===== src/rtl/cpu_pkg.sv =====
// Shared definitions for the cpu memory arbiter: FSM states, port owner
// encodings, the latency counter width and the two-way round-robin pick.
package cpu_pkg;

   typedef enum logic [1:0] {
      IDLE,
      ACCESS,
      WAIT,
      ACK
   } arb_state_t;

   // Owner encodings: 0 is the instruction-fetch port, 1 is the load/store port
   localparam logic OWNER_I = 1'b0;
   localparam logic OWNER_D = 1'b1;

   // Width of the read-latency down-counter (latency 1..15)
   localparam int LAT_W = 4;

   // Pick a port from two requests. A lone requester always wins; on a tie
   // the port that was not served last wins.
   function automatic logic rr_pick(input logic req_i,
                                    input logic req_d,
                                    input logic last_owner);
      logic pick;
      if (req_i && req_d) begin
         pick = ~last_owner;
      end else if (req_d) begin
         pick = OWNER_D;
      end else begin
         pick = OWNER_I;
      end
      return pick;
   endfunction

endpackage


===== src/rtl/cpu_mem_arbiter_rr_arb2.sv =====
// Two-input round-robin picker. Holds the owner that was served most
// recently and offers the other port first whenever both ports request.
module rr_arb2
   import cpu_pkg::*;
(
   input  logic clk,
   input  logic reset,
   input  logic req_i,
   input  logic req_d,
   input  logic update,
   input  logic upd_owner,
   output logic grant_valid,
   output logic grant_owner
);

   logic last_owner;

   // Remember who was served last; reset to the fetch port so data wins the first tie
   always_ff @(posedge clk) begin
      if (reset) begin
         last_owner <= OWNER_I;
      end else if (update) begin
         last_owner <= upd_owner;
      end
   end

   // Combinational pick from the live requests and the stored pointer
   always_comb begin
      grant_valid = req_i | req_d;
      grant_owner = rr_pick(req_i, req_d, last_owner);
   end

endmodule


===== src/rtl/cpu_mem_arbiter.sv =====
// Arbiter sharing one single-port synchronous memory between the cpu fetch
// port and the load/store port. One transaction runs at a time through
// IDLE -> ACCESS -> WAIT (LAT cycles) -> ACK, and every output is a register.
module cpu_mem_arbiter
   import cpu_pkg::*;
#(
   parameter int AW  = 8,
   parameter int DW  = 8,
   parameter int LAT = 1
)
(
   input  logic          clk,
   input  logic          reset,
   input  logic          i_req,
   input  logic [AW-1:0] i_addr,
   output logic          i_ack,
   output logic [DW-1:0] i_rdata,
   input  logic          d_req,
   input  logic          d_we,
   input  logic [AW-1:0] d_addr,
   input  logic [DW-1:0] d_wdata,
   output logic          d_ack,
   output logic [DW-1:0] d_rdata,
   output logic          m_en,
   output logic          m_we,
   output logic [AW-1:0] m_addr,
   output logic [DW-1:0] m_wdata,
   input  logic [DW-1:0] m_rdata,
   output logic          busy
);

   // Counter start value: the last WAIT cycle is the one where the count reaches zero
   localparam logic [LAT_W-1:0] LAT_LOAD = LAT_W'(LAT - 1);

   arb_state_t       state;
   logic             owner;
   logic             lat_we;
   logic [LAT_W-1:0] cnt;
   logic             grant_valid;
   logic             grant_owner;
   logic             rr_update;

   // The pointer moves to the current owner during its ACK cycle, so the
   // following IDLE cycle already sees the updated priority.
   assign rr_update = (state == ACK);

   rr_arb2 u_rr (
      .clk         (clk),
      .reset       (reset),
      .req_i       (i_req),
      .req_d       (d_req),
      .update      (rr_update),
      .upd_owner   (owner),
      .grant_valid (grant_valid),
      .grant_owner (grant_owner)
   );

   // Transaction sequencer: grant, strobe the memory, wait out the read latency, acknowledge
   always_ff @(posedge clk) begin
      if (reset) begin
         state   <= IDLE;
         owner   <= OWNER_I;
         lat_we  <= 1'b0;
         cnt     <= '0;
         m_en    <= 1'b0;
         m_we    <= 1'b0;
         m_addr  <= '0;
         m_wdata <= '0;
         i_ack   <= 1'b0;
         d_ack   <= 1'b0;
         i_rdata <= '0;
         d_rdata <= '0;
         busy    <= 1'b0;
      end else begin
         m_en  <= 1'b0;
         m_we  <= 1'b0;
         i_ack <= 1'b0;
         d_ack <= 1'b0;
         unique case (state)
            IDLE: begin
               if (grant_valid) begin
                  owner <= grant_owner;
                  state <= ACCESS;
                  busy  <= 1'b1;
                  m_en  <= 1'b1;
                  if (grant_owner == OWNER_D) begin
                     lat_we  <= d_we;
                     m_we    <= d_we;
                     m_addr  <= d_addr;
                     m_wdata <= d_wdata;
                  end else begin
                     lat_we <= 1'b0;
                     m_we   <= 1'b0;
                     m_addr <= i_addr;
                  end
               end
            end
            ACCESS: begin
               state <= WAIT;
               cnt   <= LAT_LOAD;
            end
            WAIT: begin
               if (cnt == '0) begin
                  state <= ACK;
                  if (owner == OWNER_D) begin
                     d_ack <= 1'b1;
                     if (!lat_we) begin
                        d_rdata <= m_rdata;
                     end
                  end else begin
                     i_ack <= 1'b1;
                     if (!lat_we) begin
                        i_rdata <= m_rdata;
                     end
                  end
               end else begin
                  cnt <= cnt - LAT_W'(1);
               end
            end
            ACK: begin
               state <= IDLE;
               busy  <= 1'b0;
            end
            default: begin
               state <= IDLE;
               busy  <= 1'b0;
            end
         endcase
      end
   end

endmodule


===== config.mk =====
export PLATFORM = sky130hd
export DESIGN_NAME = cpu_mem_arbiter
export DESIGN_NICKNAME = d
export VERILOG_FILES = /design/src/rtl/cpu_pkg.sv /design/src/rtl/cpu_mem_arbiter_rr_arb2.sv /design/src/rtl/cpu_mem_arbiter.sv
export SDC_FILE = /design/constraint.sdc
export NUM_CORES = 1
export LEC_CHECK = 0
export CORE_MARGIN = 1.5
export CORE_UTILIZATION = 25
export CTS_BUF_LIST = sky130_fd_sc_hd__clkbuf_8 sky130_fd_sc_hd__clkbuf_16
export DETAILED_ROUTE_END_ITERATION = 8
export PLACE_DENSITY = 0.48
export SLEW_MARGIN = 20
export SYNTH_ARGS = -nofsm -noshare
export SYNTH_HDL_FRONTEND = slang
export SYNTH_SLANG_ARGS = --single-unit

===== constraint.sdc =====
create_clock -name clk -period 4.1 [get_ports clk]
set_input_delay 1.23 -clock clk [delete_from_list [all_inputs] [get_ports clk]]
set_output_delay 1.23 -clock clk [all_outputs]
set_load 0.01 [all_outputs]

After elaboration in Yosys (flattened, before gate mapping)

Index checks and enable logic that the tools add are counted.

Output and inout port bits: 37
Register bits after elaboration: 46
Input bits: 37
Word-level logic and storage cells: 58

Equal/unequal tests: 6
Reductions and logical operators: 15
Bitwise gates (word level): 8
Add/sub/neg operators: 1
Mux-type cells: 14

Operators with widths:

| cell                                                | number |
|---|---|
| two-way mux 8 bit                                   | 1 |
| case mux 2 bit (4 select lines)                     | 1 |
| case mux 4 bit (2 select lines)                     | 1 |
| AND reduction 2 bit                                 | 4 |
| AND reduction 4 bit                                 | 2 |
| two-way mux 1 bit                                   | 7 |
| inverter 1 bit                                      | 7 |
| != test 2 bit, second input constant                | 3 |
| OR reduction 3 bit                                  | 2 |
| equality test 2 bit, second input constant          | 2 |
| logical NOT 4 bit                                   | 1 |
| two-way mux 2 bit                                   | 2 |
| two-way mux 4 bit                                   | 1 |
| nonzero test 2 bit                                  | 2 |
| subtractor 4 x 1 -> 4 bit, second input constant    | 1 |
| AND reduction 3 bit                                 | 1 |
| equality test 2 x 1 -> 1 bit, second input constant | 1 |
| logical NOT 2 bit                                   | 1 |
| case mux 1 bit (2 select lines)                     | 1 |
| OR reduction 2 bit                                  | 1 |
| logical AND 1 bit                                   | 1 |
| OR 1 bit                                            | 1 |

Logic depth before layout (Yosys ltp)

Gate-level depths: netlist of the first run.

Depth in word-level cells: 3
Gate-level depth with buffers: 7
Mapped depth without buffers: 5

Hierarchy

A second synthesis of the first run with hierarchy kept.

Cells, all modules: 207
Area total of the unflattened synthesis: 1,903.1 µm²

Modules (own cells, without submodules):

| module          | area each (µm²) | times used | cells each | seq. area each (µm²) |
|---|---|---|---|---|
| cpu_mem_arbiter | 1,855.5         | 1          | 202        | 900.9 |
| rr_arb2         | 47.5            | 1          | 5          | 20.0 |

Least setup slack after synthesis of the first run

OpenSTA, ideal clock, no wires.

Kind: input port to flip-flop
Start: in reset
End: reg busy
Stages on the path: 4
Buffers on the path: 3
Required time: 3.972 ns
Setup slack: 1.879 ns
Arrival: 2.094 ns
Cell sequence: clkbuf_1 clkbuf_1 buf_1 nor2_1

RTL lines:

| item                 | line                   | source |
|---|---|---|
| from (decl)          | cpu_mem_arbiter.sv:13  | `input logic reset,` |
| to (signal assigned) | cpu_mem_arbiter.sv:73  | `busy <= 1'b0;` |
| to (signal assigned) | cpu_mem_arbiter.sv:84  | `busy <= 1'b1;` |
| to (signal assigned) | cpu_mem_arbiter.sv:122 | `busy <= 1'b0;` |
| to (decl)            | cpu_mem_arbiter.sv:29  | `output logic busy` |

No word-level cell between the ends.

Worst setup path in the final report of the first run

Start: in d_req
End: reg m_addr[7]

Longest elaborated chain between the ends: 3
Elaborated cells between the ends (all ways): 6
Those cells by class: 3 x mux; 1 x bitwise; 2 x reduce/logical

Ends and longest elaborated chain:

| item                                                   | line                         | source |
|---|---|---|
| from (decl)                                            | cpu_mem_arbiter.sv:18        | `input logic d_req,` |
| two-way mux 1 bit or logical AND 1 bit (tied branches) | cpu_pkg.sv:27, cpu_pkg.sv:25 |  |
| two-way mux 1 bit                                      | cpu_pkg.sv:25                | `if (req_i && req_d) begin` |
| two-way mux 8 bit                                      | cpu_mem_arbiter.sv:86        | `if (grant_owner == OWNER_D) begin` |
| to (signal assigned)                                   | cpu_mem_arbiter.sv:89        | `m_addr <= d_addr;` |
| to (signal assigned)                                   | cpu_mem_arbiter.sv:94        | `m_addr <= i_addr;` |
| to (decl)                                              | cpu_mem_arbiter.sv:26        | `output logic [AW-1:0] m_addr,` |

Several ways; a longest one is shown, not always the timed one.
A chain may end at the register's enable or synchronous reset.

==> flow_metrics.tcl, run 1 <==
set metrics [dict create \
    cts_sinks 46 \
    first_pass_iters 4 \
    startpoint_type "input pin" \
    cts_resized 0 \
    wl_met3_um 467 \
    cts_hold_buf 0 \
    post-cts-setup-buffer-count 0 \
    irDropWorstVdd_uv 212 \
    drt-initial-drc-count 76 \
    dp_hpwl_um 3490 \
    clockBufferDepth 2 \
    wl_met1_um 2330 \
    finalNetCount 325 \
    drv_slew 0 \
    fin_setup_tns_ns 0 \
    initial_utilization 0.257 \
    synth_seq_cells 46 \
    netlist_area_um2 1980 \
    slowest_delay_ns 0.71 \
    grt_first_pass_wirelength_um 7860 \
    diodes 0 \
    clk_latency_ns 0.29 \
    crit_type "in2reg" \
    clock_skew_ns 0.00292 \
    holdPathStages 2 \
    drc 0 \
    first_global_vias 1657 \
    drive_gt1_frac 0.0495 \
    hold_viol_final 0 \
    synth.distinct_cells 38 \
    synth_top_area_frac 0.466 \
    relSlewSlack 0.361 \
    syn_inst 213 \
    powerDensity_nw_per_um2 479 \
    worst-path-buf-inv 1 \
    final_common_cell "clkdlybuf4s50_1" \
    clk_root_buffer_cell "clkbuf_8" \
    period_share 0.648 \
    final_cell_mix "73 x clkdlybuf4s50_1, 46 x dfxtp_1, 24 x nand2b_1" \
    via_per_inst 4.39 \
    dr_total_vias 1690 \
    finalCoreUtilization 0.375 \
    portBuffers 73 \
    rows 32 \
    cts_made_buffers 5 \
    synth_top_cell_by_area "dfxtp_1" \
    grt_max_degree 32 \
    detail_route.wl_per_cell_um 12.7 \
    dieArea_um2 8450 \
    setup_violations 0 \
    p_leak_nw 1.08 \
    gp_congestion 0.673 \
    status "finished, final reports clean" \
    timing.fmax_mhz 376 \
    synth_warnings 0 \
    avgSynthCellArea_um2 9.28 \
    antenna_left 0 \
    period_needed_ns 2.66 \
    rsz0062_at_grt "false" \
    crit_slowest_cell "a21boi_2" \
    synth_fp_nets 255 \
    path_delay_family "compound AO/OA/AOI/OAI gates" \
    end_kind "flip-flop" \
    design.core.area_um2 7690 \
    area_growth_pct 45.7 \
    wl_um 4900 \
    maxUsedRoutingLayer "met4" \
    grt_overflow 0 \
    die_w_um 91.9 \
    clk_transition_reported_paths_ns 0.08 \
    die_height_um 91.9 \
    htree_num_levels 2 \
    worst_ep_arrival_time_ns 2.86 \
    wl_met2_um 2050 \
    cap_violations 0 \
    io_pins 74 \
    cts_tree "yes" \
    ys_seq_area_frac 0.466 \
    crit_required_ns 4.30 \
    grt_antenna_before_repair 0 \
    reg2reg_depth 5 \
    path_depth 4 \
    tightest_slew_ns 0.955 \
    grt_usage 0.117 \
    fillers 809 \
    hp-class "reg2reg" \
    worstPathMaxFanout 19 \
    path_cells "clkdlybuf4s50_1, a21boi_2, nand2_1, a311oi_1" \
    synth.area.top_cells "dfxtp_1 47%, mux2i_1 8.6%, nand2b_1 7.6%, a311oi_1 3.5%, nand2_1 3.2%" \
]
[registers in the layout, indices dropped and copies added (netlist names)]
name             flops
m_wdata              8
m_we                 1
cnt                  4
owner                1
busy                 1
m_addr               8
state                2
m_en                 1
d_ack                1
i_rdata              8
d_rdata              8
lat_we               1
i_ack                1
u_rr.last_owner      1
[metal layers]
layer / track usage / up-vias
met5: 0 / -
met4: 0.0308 / 0
met3: 0.0481 / 7
met2: 0.183 / 63
met1: 0.149 / 739
li1: - / 881
[worst register-to-register path, cell delays in order (launching register included)]
cell and delay [ns]:
dfxtp_1 0.32, inv_1 0.12, ha_1 0.38, nor4b_2 0.39, and3b_1 0.46, mux2i_1 0.22
[final cells by class]
type / instances / area [um2] / share of cell area
Multi-Input combinational cell: 146 / 970 / 0.337
Timing Repair Buffer: 76 / 753 / 0.262
Sequential cell: 46 / 921 / 0.320
Clock buffer: 5 / 68.8 / 0.0239
Tap cell: 102 / 128 / 0.0443
Inverter: 8 / 30.0 / 0.0104
Clock inverter: 2 / 10.0 / 0.00348
[report_power, final]
group          internal, mW  total [mW]  switching, mW
clock network         0.115       0.261          0.147
logic                 0.267       0.539          0.272
registers             0.531       0.580         0.0489
total                 0.913        1.38          0.468
[path summary, 6_finish.rpt]
| check | from | to | slack (ns) |
|---|---|---|---|
| setup / recovery | d_req | m_addr[7] | 1.44 |
| hold / removal | i_rdata[1] | i_rdata[1] | 0.48 |
| setup reg to reg | state[0] | i_rdata[5] | 2.15 |
| hold reg to reg | i_rdata[1] | i_rdata[1] | 0.48 |
[cells by family after synthesis]
group | after synthesis | synth area share
adders and majority gates | 5 | 0.0316
and+or+nand+nor | 80 | 0.220
AOI/OAI and AO/OA | 44 | 0.153
buffers and inverters | 21 | 0.0437
muxes | 17 | 0.0861
DFF | 46 | 0.466
[Yosys cell counts]
cell / instances
nand4bb_1: 1
a22oi_1: 1
buf_1: 2
nor2_1: 12
buf_4: 1
nor3_1: 2
a211o_1: 2
o31a_1: 1
a31o_1: 1
nand3b_1: 1
nand4_1: 2
clkbuf_1: 7
nor4_1: 1
nand2_1: 17
nor2b_1: 2
nor4b_2: 1
o21a_1: 1
o21ai_0: 11
buf_2: 3
nor3b_1: 2
and3b_1: 1
a311oi_1: 8
dfxtp_1: 46
inv_1: 8
a211oi_1: 1
a21o_1: 1
a21oi_1: 11
and3_1: 2
nand3_1: 11
mux2i_1: 17
o22ai_1: 1
nand2b_1: 24
o31ai_1: 2
a21bo_2: 1
ha_1: 5
or3b_1: 1
a2111oi_2: 1
a21boi_2: 1
[stage by stage]
step	hold WS [ns]	power (mW)	cell area [um2]	std cells	worst slack (ns)
2_1_floorplan	0.447	0.898	1980	213	1.88
3_3_place_gp	0.462	1.14	2800	378	1.14
3_5_place_dp	0.463	1.14	2800	378	1.11
4_1_cts	0.479	1.41	2880	385	1.42
5_1_grt	0.498	1.48	2880	385	1.30
6_report	0.477	1.38	2880	385	1.44
(Power assumes the default switching activity.)
==> run 2, diff against run 1 <==
==> constraint.sdc (replaced) <==
create_clock -name clk -period 2.6 [get_ports clk]
set_input_delay 0.78 -clock clk [delete_from_list [all_inputs] [get_ports clk]]
set_output_delay 0.78 -clock clk [all_outputs]
set_load 0.01 [all_outputs]
==> run 2 against run 1 <==
- cell count increased by 0.26%
- routed wire length is 2.0% lower
- setup slack worse by 0.84 ns
- sequential power grew 58%
- die area stayed put
- critical endpoint is now m_addr[0]
==> flow_metrics.tcl, run 2 (synthesized netlist as in run 1, its figures left out) <==
set metrics [dict create \
    dieArea_um2 8450 \
    area_growth_pct 47.6 \
    grt_usage 0.114 \
    grt_max_degree 57 \
    htree_num_levels 2 \
    clock_skew_ns 0.00361 \
    design.core.area_um2 7690 \
    initial_utilization 0.257 \
    maxUsedRoutingLayer "met4" \
    die_height_um 91.9 \
    cts_resized 0 \
    cts_tree "yes" \
    final_cell_mix "73 x clkdlybuf4s50_1, 46 x dfxtp_1, 24 x nand2b_1" \
    grt_antenna_before_repair 0 \
    cts_made_buffers 5 \
    hp-class "reg2reg" \
    powerDensity_nw_per_um2 761 \
    dp_hpwl_um 3370 \
    diodes 0 \
    drc 0 \
    fin_setup_tns_ns 0 \
    p_leak_nw 1.10 \
    worst_ep_arrival_time_ns 2.21 \
    io_pins 74 \
    cap_violations 0 \
    post-cts-setup-buffer-count 0 \
    drive_gt1_frac 0.0493 \
    final-instance-count-excl-fill 386 \
    stdcell_area_um2 2920 \
    timing.fmax_mhz 499 \
    clk_root_buffer_cell "clkbuf_8" \
    total_power_mw 2.22 \
    cts_sinks 46 \
    wl_met3_um 374 \
    relSlewSlack 0.609 \
    end_kind "flip-flop" \
    tightest_slew_ns 0.587 \
    gp_congestion 0.667 \
    startpoint_type "input pin" \
    final_common_cell "clkdlybuf4s50_1" \
    drt-initial-drc-count 63 \
    grt_first_pass_wirelength_um 7870 \
    finalCoreUtilization 0.380 \
    worstPathMaxFanout 18 \
    detail_route.wl_per_cell_um 12.4 \
    dr_total_vias 1700 \
    crit_type "in2reg" \
    via_per_inst 4.40 \
    clockBufferDepth 2 \
    finalNetCount 325 \
    wl_met2_um 2090 \
    place_inst 378 \
    placed_cell_area_um2 2830 \
    cts_hold_buf 0 \
    setup_violations 0 \
    rsz0062_at_grt "false" \
    wl_um 4800 \
    period_needed_ns 2.00 \
    die_w_um 91.9 \
    wl_met1_um 2310 \
    hold_viol_final 0 \
    crit_required_ns 2.80 \
    antenna_left 0 \
    pre_cts_ws_ns 0.298 \
    status "finished, final reports clean" \
    period_share 0.771 \
    first_global_vias 1720 \
    clk_transition_reported_paths_ns 0.08 \
    fin_hold_ws_ns 0.478 \
    irDropWorstVdd_uv 386 \
    grt_overflow 0 \
    drv_slew 0 \
    clk_latency_ns 0.29 \
    rows 32 \
    portBuffers 73 \
    worst_slack_ns 0.597 \
    first_pass_iters 4 \
]
-- run 2: power breakdown --
group / total (mW) / switching, mW / internal [mW]
Clock: 0.450 / 0.239 / 0.211
Combinational: 0.855 / 0.427 / 0.428
Sequential: 0.916 / 0.0777 / 0.838
Total: 2.22 / 0.743 / 1.48
-- run 2: final cells by class --
type	instances	area [um2]
fillers	800	4770
multi-input cells	146	970
flip-flops and latches	46	921
repair buffers	76	778
well taps	102	128
clock buffers	6	82.6
inverters	8	30.0
clock inverters	2	8.76
-- run 2: path summary, 6_finish.rpt --
kind / start / end / slack [ns] / depth (start not counted)
setup / recovery: i_req / m_addr[0] / 0.60 / 4
setup reg to reg: state[0] / i_rdata[4] / 0.67 / 5
hold reg to reg: i_rdata[5] / i_rdata[5] / 0.48 / 2
hold / removal: i_rdata[5] / i_rdata[5] / 0.48 / 2
-- run 2: metal layers --
metal,up-vias,track usage
met5,-,0
met4,0,0.0231
met3,5,0.0423
met2,62,0.191
met1,748,0.140
li1,885,-
-- run 2: critical path, stage by stage --
cell and delay, ns:
clkdlybuf4s50_1 0.56, o21a_1 0.52, nor2_1 0.08, a311oi_1 0.26
